[config.mk]
export PLATFORM = sky130hd
export DESIGN_NAME = ex_redirect_ctrl
export DESIGN_NICKNAME = d
export VERILOG_FILES = /design/src/rtl/ex_redirect_ctrl.sv
export SDC_FILE = /design/constraint.sdc
export NUM_CORES = 1
export LEC_CHECK = 0
export ABC_AREA = 1
export CAP_MARGIN = 20
export CORE_MARGIN = 8
export CORE_UTILIZATION = 41
export CTS_BUF_LIST = sky130_fd_sc_hd__clkbuf_4
export DETAILED_ROUTE_END_ITERATION = 10
export GPL_ROUTABILITY_DRIVEN = 0
export PLACE_DENSITY = 0.83
export SLEW_MARGIN = 20
export SYNTH_ARGS = -nofsm -noshare
export SYNTH_HDL_FRONTEND = slang
export SYNTH_SLANG_ARGS = --single-unit
[constraint.sdc]
create_clock -name clk -period 1.25 [get_ports clk]
set_input_delay 0.125 -clock clk [delete_from_list [all_inputs] [get_ports clk]]
set_output_delay 0.125 -clock clk [all_outputs]
set_load 0.02 [all_outputs]
[src/rtl/ex_redirect_ctrl.sv]
// rtl/ex_redirect_ctrl.sv - EX-stage redirect controller: registered PC redirect, IF handshake, post-accept flush
// Captures taken BEQ/JAL/JLR in EX, holds the redirect until IF accepts it, then squashes younger stages.
module ex_redirect_ctrl #(
  parameter int              OPW         = 4,
  parameter int              PCW         = 16,
  parameter int              FLUSH_DEPTH = 2,
  parameter int              CNTW        = 8,
  parameter logic [OPW-1:0]  OPC_BEQ     = 4'b1100,
  parameter logic [OPW-1:0]  OPC_JAL     = 4'b1000,
  parameter logic [OPW-1:0]  OPC_JLR     = 4'b1001
) (
  input  logic            clk,
  input  logic            reset,
  input  logic            ex_kill,
  input  logic [OPW-1:0]  opcode,
  input  logic            alu_zero,
  input  logic [PCW-1:0]  br_target,
  input  logic [PCW-1:0]  jlr_target,
  input  logic            if_ready,
  output logic            redirect_valid,
  output logic [PCW-1:0]  redirect_pc,
  output logic [1:0]      pc_sel,
  output logic            flush,
  output logic            busy,
  output logic [CNTW-1:0] taken_cnt
);

  typedef enum logic [1:0] {
    IDLE  = 2'b00,
    PEND  = 2'b01,
    FLUSH = 2'b10
  } state_t;

  localparam logic [3:0] FCNT_INIT = (FLUSH_DEPTH > 0) ? 4'(FLUSH_DEPTH - 1) : 4'd0;

  state_t          state, state_n;
  logic [3:0]      fcnt, fcnt_n;
  logic            valid_n, flush_n;
  logic [PCW-1:0]  pc_n;
  logic [1:0]      sel_n;
  logic [CNTW-1:0] cnt_n;
  logic            is_jlr, take;

  assign is_jlr = (opcode == OPC_JLR);
  assign take   = ~ex_kill & (((opcode == OPC_BEQ) & alu_zero) | (opcode == OPC_JAL) | is_jlr);
  assign busy   = (state != IDLE);

  always_ff @(posedge clk) begin
    if (reset) begin
      state          <= IDLE;
      fcnt           <= '0;
      redirect_valid <= 1'b0;
      redirect_pc    <= '0;
      pc_sel         <= 2'b00;
      flush          <= 1'b0;
      taken_cnt      <= '0;
    end else begin
      state          <= state_n;
      fcnt           <= fcnt_n;
      redirect_valid <= valid_n;
      redirect_pc    <= pc_n;
      pc_sel         <= sel_n;
      flush          <= flush_n;
      taken_cnt      <= cnt_n;
    end
  end

  always_comb begin
    state_n = state;
    fcnt_n  = fcnt;
    valid_n = redirect_valid;
    pc_n    = redirect_pc;
    sel_n   = pc_sel;
    flush_n = flush;
    cnt_n   = taken_cnt;
    case (state)
      IDLE: begin
        valid_n = 1'b0;
        sel_n   = 2'b00;
        flush_n = 1'b0;
        if (take) begin
          state_n = PEND;
          valid_n = 1'b1;
          flush_n = 1'b1;
          pc_n    = is_jlr ? jlr_target : br_target;
          sel_n   = is_jlr ? 2'b01 : 2'b10;
        end
      end
      PEND: begin
        // Takes seen here are wrong-path and deliberately ignored.
        if (redirect_valid && if_ready) begin
          valid_n = 1'b0;
          sel_n   = 2'b00;
          if (taken_cnt != {CNTW{1'b1}}) cnt_n = taken_cnt + CNTW'(1);
          if (FLUSH_DEPTH > 0) begin
            state_n = FLUSH;
            fcnt_n  = FCNT_INIT;
            flush_n = 1'b1;
          end else begin
            state_n = IDLE;
            flush_n = 1'b0;
          end
        end
      end
      FLUSH: begin
        flush_n = 1'b1;
        if (fcnt == 4'd0) begin
          state_n = IDLE;
          flush_n = 1'b0;
        end else begin
          fcnt_n = fcnt - 4'd1;
        end
      end
      default: begin
        state_n = IDLE;
        valid_n = 1'b0;
        sel_n   = 2'b00;
        flush_n = 1'b0;
      end
    endcase
  end

endmodule

Yosys cells after proc, flatten, opt, wreduce, memory -nomap -nowiden
Cells that the tools add are included.
{"block": "word_totals", "ff_bits": 34, "out_inout_bits": 29}
{"block": "op_classes", "n_addsub": 2, "n_mux": 18, "eq_ne": 10, "bitwise_logic": 6, "reduce_logical": 10}
{"op": "two-way mux 16 bit", "count": 1}
{"op": "== test 4 bit, second input constant", "count": 3}
{"op": "two-way mux 2 bit", "count": 6}
{"op": "one-hot mux 2 bit (3 select lines)", "count": 2}
{"op": "AND reduction 3 bit", "count": 3}
{"op": "adder 8 x 1 -> 8 bit, second input constant", "count": 1}
{"op": "two-way mux 4 bit", "count": 2}
{"op": "inequality test 2 bit, second input constant", "count": 4}
{"op": "inequality test 8 bit, second input constant", "count": 1}
{"op": "one-hot mux 4 bit (2 select lines)", "count": 1}
{"op": "one-hot mux 1 bit (3 select lines)", "count": 2}
{"op": "zero test 4 bit", "count": 1}
{"op": "two-way mux 1 bit", "count": 4}
{"op": "AND reduction 2 bit", "count": 2}
{"op": "nonzero test 2 bit", "count": 2}
{"op": "subtractor 4 x 1 -> 4 bit, second input constant", "count": 1}
{"op": "bitwise AND 1 bit", "count": 2}
{"op": "== test 2 x 1 -> 1 bit, second input constant", "count": 1}
{"op": "== test 2 bit, second input constant", "count": 1}
{"op": "zero test 2 bit", "count": 1}
{"op": "NOT 1 bit", "count": 2}
{"op": "bitwise OR 1 bit", "count": 2}
{"op": "logical AND 1 bit", "count": 1}

Logic depth before layout (Yosys ltp)
{"block": "depth", "word_depth": 7, "depth_mapped": 9, "depth_no_buf": 8}

Worst setup path before layout
Ideal clock, no wire load.
{"block": "synth_timing", "path_type": "flip-flop to flip-flop", "start": "reg taken_cnt[1]", "end": "reg taken_cnt[3]", "stages_incl_launch_ff": 9, "arrival_ns": 1.279, "setup_slack_ns": -0.161, "cell_sequence": "dfxtp_1 > ha_1 > nand2_1 > nor2_1 > nand2_1 > nand2_1 > inv_2 > nand2_1 > a21oi_1"}
{"block": "synth_via", "elab_chain_len": 2, "word_cells_on_any_way": 3, "classes_between": "add/sub (1); eq/ne (1); reduce/logical (1)"}
{"item": "from (decl)", "line_no": "25", "text": "output logic [CNTW-1:0] taken_cnt"}
{"item": "from (signal assigned)", "line_no": "64", "text": "taken_cnt <= cnt_n;"}
{"item": "branches (longest 2 deep; another with adder 8 x 1 -> 8 bit)"}
Several ways; the timed one is not identified.
A chain may end at the register's enable or synchronous reset.

Final worst setup path
{"block": "layout_timing", "start": "reg taken_cnt[1]", "end": "reg taken_cnt[0]"}
{"block": "layout_via", "elab_chain_len": 2}
{"item": "inequality test 8 bit", "line_no": "94", "text": "if (taken_cnt != {CNTW{1'b1}}) cnt_n = taken_cnt + CNTW'(1);"}
{"item": "AND reduction 3 bit (no source line)"}
Every way passes these cells.

==> run metrics <==
net count of the mapped netlist 335; count of yosys warnings during synthesis 0; synthesized cell area 0.00181 mm2; post-route cell area 0.00282 mm2; overall routing resource usage 15.3%; largest cells by area after synthesis sky130_fd_sc_hd__dfxtp_1, sky130_fd_sc_hd__nand2_1, sky130_fd_sc_hd__nor2_1; number of buffers inserted for hold repair after clock tree synthesis 0; pin count of the biggest net entering global routing 36; endpoints failing setup 0; worst endpoint required time 1480 ps; result of the run finished, final reports clean; biggest fanout along the worst timing path 7; count of maximum capacitance violations 0; vias after detailed routing 2,007; compound-gate portion of the synthesized area 4.83%; global-route wire length before repair 8.10 mm; top-count cell post-synth sky130_fd_sc_hd__nand2_1; worst ir drop on vdd 0.443 mV; endpoint arrival time on the critical path 1440 ps; Yosys cell types 22; gate count of the mapped netlist 292; count of state elements after synthesis 34; area of placed instances 0.00270 mm2; M2 GR Usage 26.4%; standby leakage power 0.00144 uW; I/O Pins 70; DIE HEIGHT 82.5 um; combinational family with the most area after synthesis simple AND/OR/NAND/NOR gates; proportion of register bits with asynchronous set or reset after synthesis 0%; pin slew with the least headroom to its limit 280 ps; clock insertion delay at the later pin of the skew report 340 ps; die area 0.00681 mm2; clock slew seen by the registers of the worst setup and hold paths 100 ps; 1st-pass router iterations 4; TritonCTS clock tree done; crit start category flop; horizontal die dimension 82.5 um; vias per cell 4.66; CTS Root Buffer Type sky130_fd_sc_hd__clkbuf_4; core footprint 0.00429 mm2; capturing element type of the critical path flop; maximum clock rate 826 MHz; total global routing overflow 0; detailed-route wire length per cell 12.2 um; power density relative to cell area 743 mW/mm2; area growth from synthesis to layout 55.3%; number of fill cells in the layout 375; cell taking the most area after synthesis sky130_fd_sc_hd__dfxtp_1; total power 2090 uW; total clock buffers created by CTS 5; number of synthesized flops with an enable pin 0; starting utilization of the core area 42.2%; number of remaining DRC errors 0; vias in the first global route 1,833; final critical-path share of the clock period 96.9%; final-report hold violation count 0; Total Routed Length 5.24 mm; non-filler instance count after layout 431; Seq/Total Area, Yosys 37.5%; worst clock skew 13.6 ps; number of antenna violations at the first check in global routing 0; area share of the largest cell type after synthesis 37.5%; pins over their slew limit 0; number of rows in the core area 24; antenna cells 0; Top FF cell, synth sky130_fd_sc_hd__dfxtp_1; normalized max-slew margin 81.3%; half-perimeter wire length after detailed placement 3.90 mm; worst min path class primary input to flop; fraction of synthesized area in multiplexers 0%; Post-Synth Adder-Cell Area 1.38%; Detail Route Antenna Nets 0; share of synthesized cell area in and, or, nand and nor gates 43.5%; clock tree buffer depth 2; count of port buffers added during placement 69; post-synthesis xor/xnor area fraction 1.45%; met3 Track Usage GR 3.46%; met1 track utilization from global routing 17.3%; Avg Synthesized Cell Area 6.21 um2; drt initial violations 72; RSZ-0062 raised after global routing yes; busiest layer in global routing met2; number of H-tree branching levels 2; most used standard cells in the synthesized netlist sky130_fd_sc_hd__nand2_1, sky130_fd_sc_hd__nor2_1, sky130_fd_sc_hd__inv_1, sky130_fd_sc_hd__dfxtp_1, sky130_fd_sc_hd__nand3_1; final critical path time including I/O delays and setup 1210 ps; clock tree sinks 34; worst setup path class flop to flop; share of post-route cells with drive strength above 1 19.0%; Final #Nets 422; Inst Count DP 423; Final Core Density 65.6%
## kinds of logic (layout without fill, tap and decap cells)
group           after synthesis  after routing
compound gates               17             17
xor+xnor                      3              3
fa+ha+maj                     2              2
buf+inv                      49            136
flops                        34             34
simple gates                187            187
## state kept, by name (all words and copies together) (netlist names)
name and cells:
flush 1, fcnt 4, taken_cnt 8, redirect_pc 16, state 2, redirect_valid 1
pc_sel 2
## critical path, stage by stage (launching register included)
cell	delay [ps]
sky130_fd_sc_hd__dfxtp_4	370
sky130_fd_sc_hd__ha_4	140
sky130_fd_sc_hd__nand2_2	70
sky130_fd_sc_hd__nor2_2	130
sky130_fd_sc_hd__nand2_2	80
sky130_fd_sc_hd__nand2_4	130
sky130_fd_sc_hd__inv_6	60
sky130_fd_sc_hd__nor2_4	70
sky130_fd_sc_hd__nor2_1	50
## final timing paths
| path | depth (start not counted) | to | startpoint | slack [ps] |
|---|---|---|---|---|
| worst max register to register | 8 | taken_cnt[0]$_SDFFE_PP0P_ | taken_cnt[1]$_SDFFE_PP0P_ | 40 |
| worst min register to register | 2 | pc_sel[1]$_SDFFE_PP0P_ | pc_sel[1]$_SDFFE_PP0P_ | 470 |
| worst min-delay path | 5 | redirect_pc[8]$_SDFFE_PP0P_ | br_target[8] | 470 |
| worst max-delay path | 8 | taken_cnt[0]$_SDFFE_PP0P_ | taken_cnt[1]$_SDFFE_PP0P_ | 40 |
## per-stage QoR
stage / hold slack, ps / setup slack, ps / setup TNS, ps
6_report: 467 / 39.4 / 0
3_3_place_gp: 446 / -273 / -6010
5_1_grt: 492 / -43.0 / -181
4_1_cts: 456 / 7.66 / 0
3_5_place_dp: 458 / -308 / -6780
2_1_floorplan: 194 / 6.07 / 0
## cells in the final DEF, fill, tap and decap left out, types with 5 or more instances in the layout
master	netlist	routed
sky130_fd_sc_hd__nand3_1	23	21
sky130_fd_sc_hd__dlygate4sd2_1	0	22
sky130_fd_sc_hd__clkbuf_4	0	5
sky130_fd_sc_hd__inv_1	38	35
sky130_fd_sc_hd__clkdlybuf4s50_1	0	40
sky130_fd_sc_hd__buf_4	0	16
sky130_fd_sc_hd__nand2_2	2	6
sky130_fd_sc_hd__nor2_1	53	47
sky130_fd_sc_hd__nor2_2	1	5
sky130_fd_sc_hd__a21oi_1	13	10
sky130_fd_sc_hd__dfxtp_2	0	5
sky130_fd_sc_hd__dfxtp_1	34	27
sky130_fd_sc_hd__nand2_1	98	91
## routing by layer
layer,share of wire (%),vias up
li1,-,1061
met1,42,874
met2,49,61
met3,7.1,11
met4,2.3,0
met5,0,-
## power breakdown
| part | total (uW) | switching (uW) | internal (uW) |
|---|---|---|---|
| Sequential | 1120 | 13.2 | 1110 |
| Clock | 568 | 366 | 202 |
| Combinational | 405 | 191 | 213 |
## what timing repair did
action | in CTS | in global routing
pin swaps | 0 | 9
buffers inserted | 0 | 1
resized for setup | 38 | 41
setup endpoints to repair | 35 | 36
## cell type report
type                       instances  area (um2)  share of cell area [%]
sequential                        34         694                    24.7
clock buffer                       5        37.5                    1.33
clock inverter                     2        10.0                   0.356
tap                               52        65.1                    2.31
multi-input combinational        209        1030                    36.6
timing repair buffer              89         822                    29.2
inverter                          40         155                    5.51
(Power assumes the default switching activity.)
==> variant: new RTL, same flow settings <==
Re-encode `state_t` (3 states) as one-hot, 3 bits wide.
--- a/src/rtl/ex_redirect_ctrl.sv
+++ b/src/rtl/ex_redirect_ctrl.sv
@@ -25,10 +25,10 @@
   output logic [CNTW-1:0] taken_cnt
 );
 
-  typedef enum logic [1:0] {
-    IDLE  = 2'b00,
-    PEND  = 2'b01,
-    FLUSH = 2'b10
+  typedef enum logic [2:0] {
+    IDLE  = 3'b001,
+    PEND  = 3'b010,
+    FLUSH = 3'b100
   } state_t;
 
   localparam logic [3:0] FCNT_INIT = (FLUSH_DEPTH > 0) ? 4'(FLUSH_DEPTH - 1) : 4'd0;
Function: same outputs for any inputs over 10 cycles, from zero or initial values and one cycle with reset high; not proved beyond that.
==> variant against the original RTL <==
The flow now finishes with violations (setup timing); non-clock buffer count grew 4; wire length shrank 1.4%; setup slack lost 0.060 ns; die area grew 4.5%; combinational power shrank 7.9%; sequential cell count grew 1; core utilization shrank 2.1 points; cell area grew 3.7%; area after synthesis grew 5.6%; synthesized cell count grew 3.1%; first-iteration DRC count grew 33%; total power grew 1.8%; clock power grew 6.2%.
==> variant: results (changes against the original RTL) <==
status: "finished, violations left"  # was completed
violations: "setup timing"
path_max_fanout: 5  # was 7
slowest_delay_ns: 0.37  # about the same
place_area_sq_um: 2790  # was 2700 sq um
dp_slack_ns: -0.225  # was -0.308 ns
setup_viol: 4  # was 0
fin_skew_ns: 0.00887  # was 0.0136 ns
drv_slew: 0  # unchanged
hpwl_um: 3990  # was 3900 um
wl_met3_um: 549  # was 371 um
dpl.cell_count: 435  # was 423
drt-vias-per-instance: 4.70  # was 4.66
grt_pass1_vias: 2066  # was 1833
wl_met1_um: 2150  # was 2180 um
p_switching_mw: 0.557  # was 0.570 mW
grt_max_degree: 36  # unchanged
synth_cells: 301  # was 292
diodes: 0  # unchanged
clk_pin_slew_ns: 0.11
grtUsageMet3_pct: 7.65  # was 3.46%
slew_headroom_pct: 78.7  # was 81.3%
grt.total_usage_pct: 14.3  # was 15.3%
fillers: 420  # was 375
power_leakage_nw: 1.47  # was 1.44 nW
cts_max_level: 2  # unchanged
synth.area.top_cells: "dfxtp_1 (37%), nand2_1 (17%), nor2_1 (11%), inv_1 (9.2%), o21ai_0 (4.7%)"  # was dfxtp_1 (38%), nand2_1 (20%), nor2_1 (11%), inv_1 (7.9%), nand3_1 (6.3%)
cts_made_buffers: 5  # unchanged
grt_pass1_wl_um: 8660  # was 8100 um
routed-wl-met2_um: 2400  # was 2570 um
crit_arrival_ns: 1.55  # was 1.44 ns
grt_use_met1_pct: 15.6  # was 17.3%
antenna_found_initial: 0  # unchanged
synth_nets: 345  # was 335
dr.pass1.iters: 4  # unchanged
grt_util_met2_pct: 23.1  # was 26.4%
cp_slowest_cell: "dfxtp_2"  # was dfxtp_4
wl_um: 5170  # was 5240 um
p_clk_mw: 0.603  # was 0.568 mW
switching_share_pct: 26.2  # was 27.3%
drive_above_1_share_pct: 18.3  # was 19.0%
combPwrFrac_pct: 17.5  # was 19.4%
synth_async_sr_flop_share_pct: 0  # unchanged
wl_per_cell_um: 11.6  # was 12.2 um
largest_reg_flops: 16  # unchanged
ir_drop_mv: 0.566  # was 0.443 mV
ys_seq_area_share_pct: 36.6  # was 37.5%
ys_types: 29  # was 22
first_iter_violations: 96  # was 72
ys_top_cells_by_count: "nand2_1 (85), nor2_1 (55), inv_1 (47), dfxtp_1 (35), o21ai_0 (18)"  # was nand2_1 (98), nor2_1 (53), inv_1 (38), dfxtp_1 (34), nand3_1 (23)
port_buffers: 69  # unchanged
top_regs: "redirect_pc (16), taken_cnt (8), fcnt (4)"  # unchanged
hp-class: "in -> reg"  # unchanged
worst_slack_ns: -0.0206  # was 0.0394 ns
critPathTopFamily: "simple AND/OR/NAND/NOR gates"  # unchanged
clk_latency_ns: 0.34  # about the same
top_layer: "met4"  # unchanged
clockBufferDepth: 2  # unchanged
variant: final timing paths:
kind	cells after the start	slack [ns]	start	endpoint
hold / removal	5	0.45	jlr_target[2]	redirect_pc[2]
hold reg to reg	2	0.47	pc_sel[0]	pc_sel[0]
setup / recovery	6	-0.02	state[1]	taken_cnt[3]
setup reg to reg	6	-0.02	state[1]	taken_cnt[3]
variant: final cells by class:
class / instances / area share [%]
clock inverters: 2 / 0.257
well taps: 54 / 2.31
clock buffers: 6 / 1.54
multi-input cells: 208 / 36.1
flip-flops and latches: 35 / 24.6
repair buffers: 93 / 28.8
inverters: 49 / 6.39
variant: worst reg2reg max path: stages, from the launching register on:
cell and delay, ns:
dfxtp_2 0.37, inv_4 0.06, nor2_4 0.12, nand3b_1 0.24, nor2_4 0.23, nand2_1 0.08
a21oi_2 0.10
variant: per-stage QoR:
stage	utilization, %	TNS, ns
6_report	63.5	-0.0532
5_1_grt	63.5	-0.893
4_1_cts	61.4	-0.00142
3_5_place_dp	60.6	-5.70
3_3_place_gp	60.6	-4.78
2_1_floorplan	-	0
variant: cells by family (layout without fill, tap and decap cells):
logic type / after synthesis / after routing / share of synthesized area (%)
AO/OA/AOI/OAI: 32 / 32 / 8.37
flip-flops: 35 / 35 / 36.6
AND/OR/NAND/NOR: 170 / 170 / 38.6
XOR/XNOR: 3 / 3 / 1.37
buffers and inverters: 58 / 150 / 13.1
adder cells (fa/ha/maj): 3 / 3 / 1.96
variant: timing repair:
| item | in CTS | in global routing |
|---|---|---|
| buffers inserted | 1 | 3 |
| setup endpoints to repair | 32 | 22 |
| gates resized for setup | 44 | 33 |
| pin swaps | 4 | 5 |
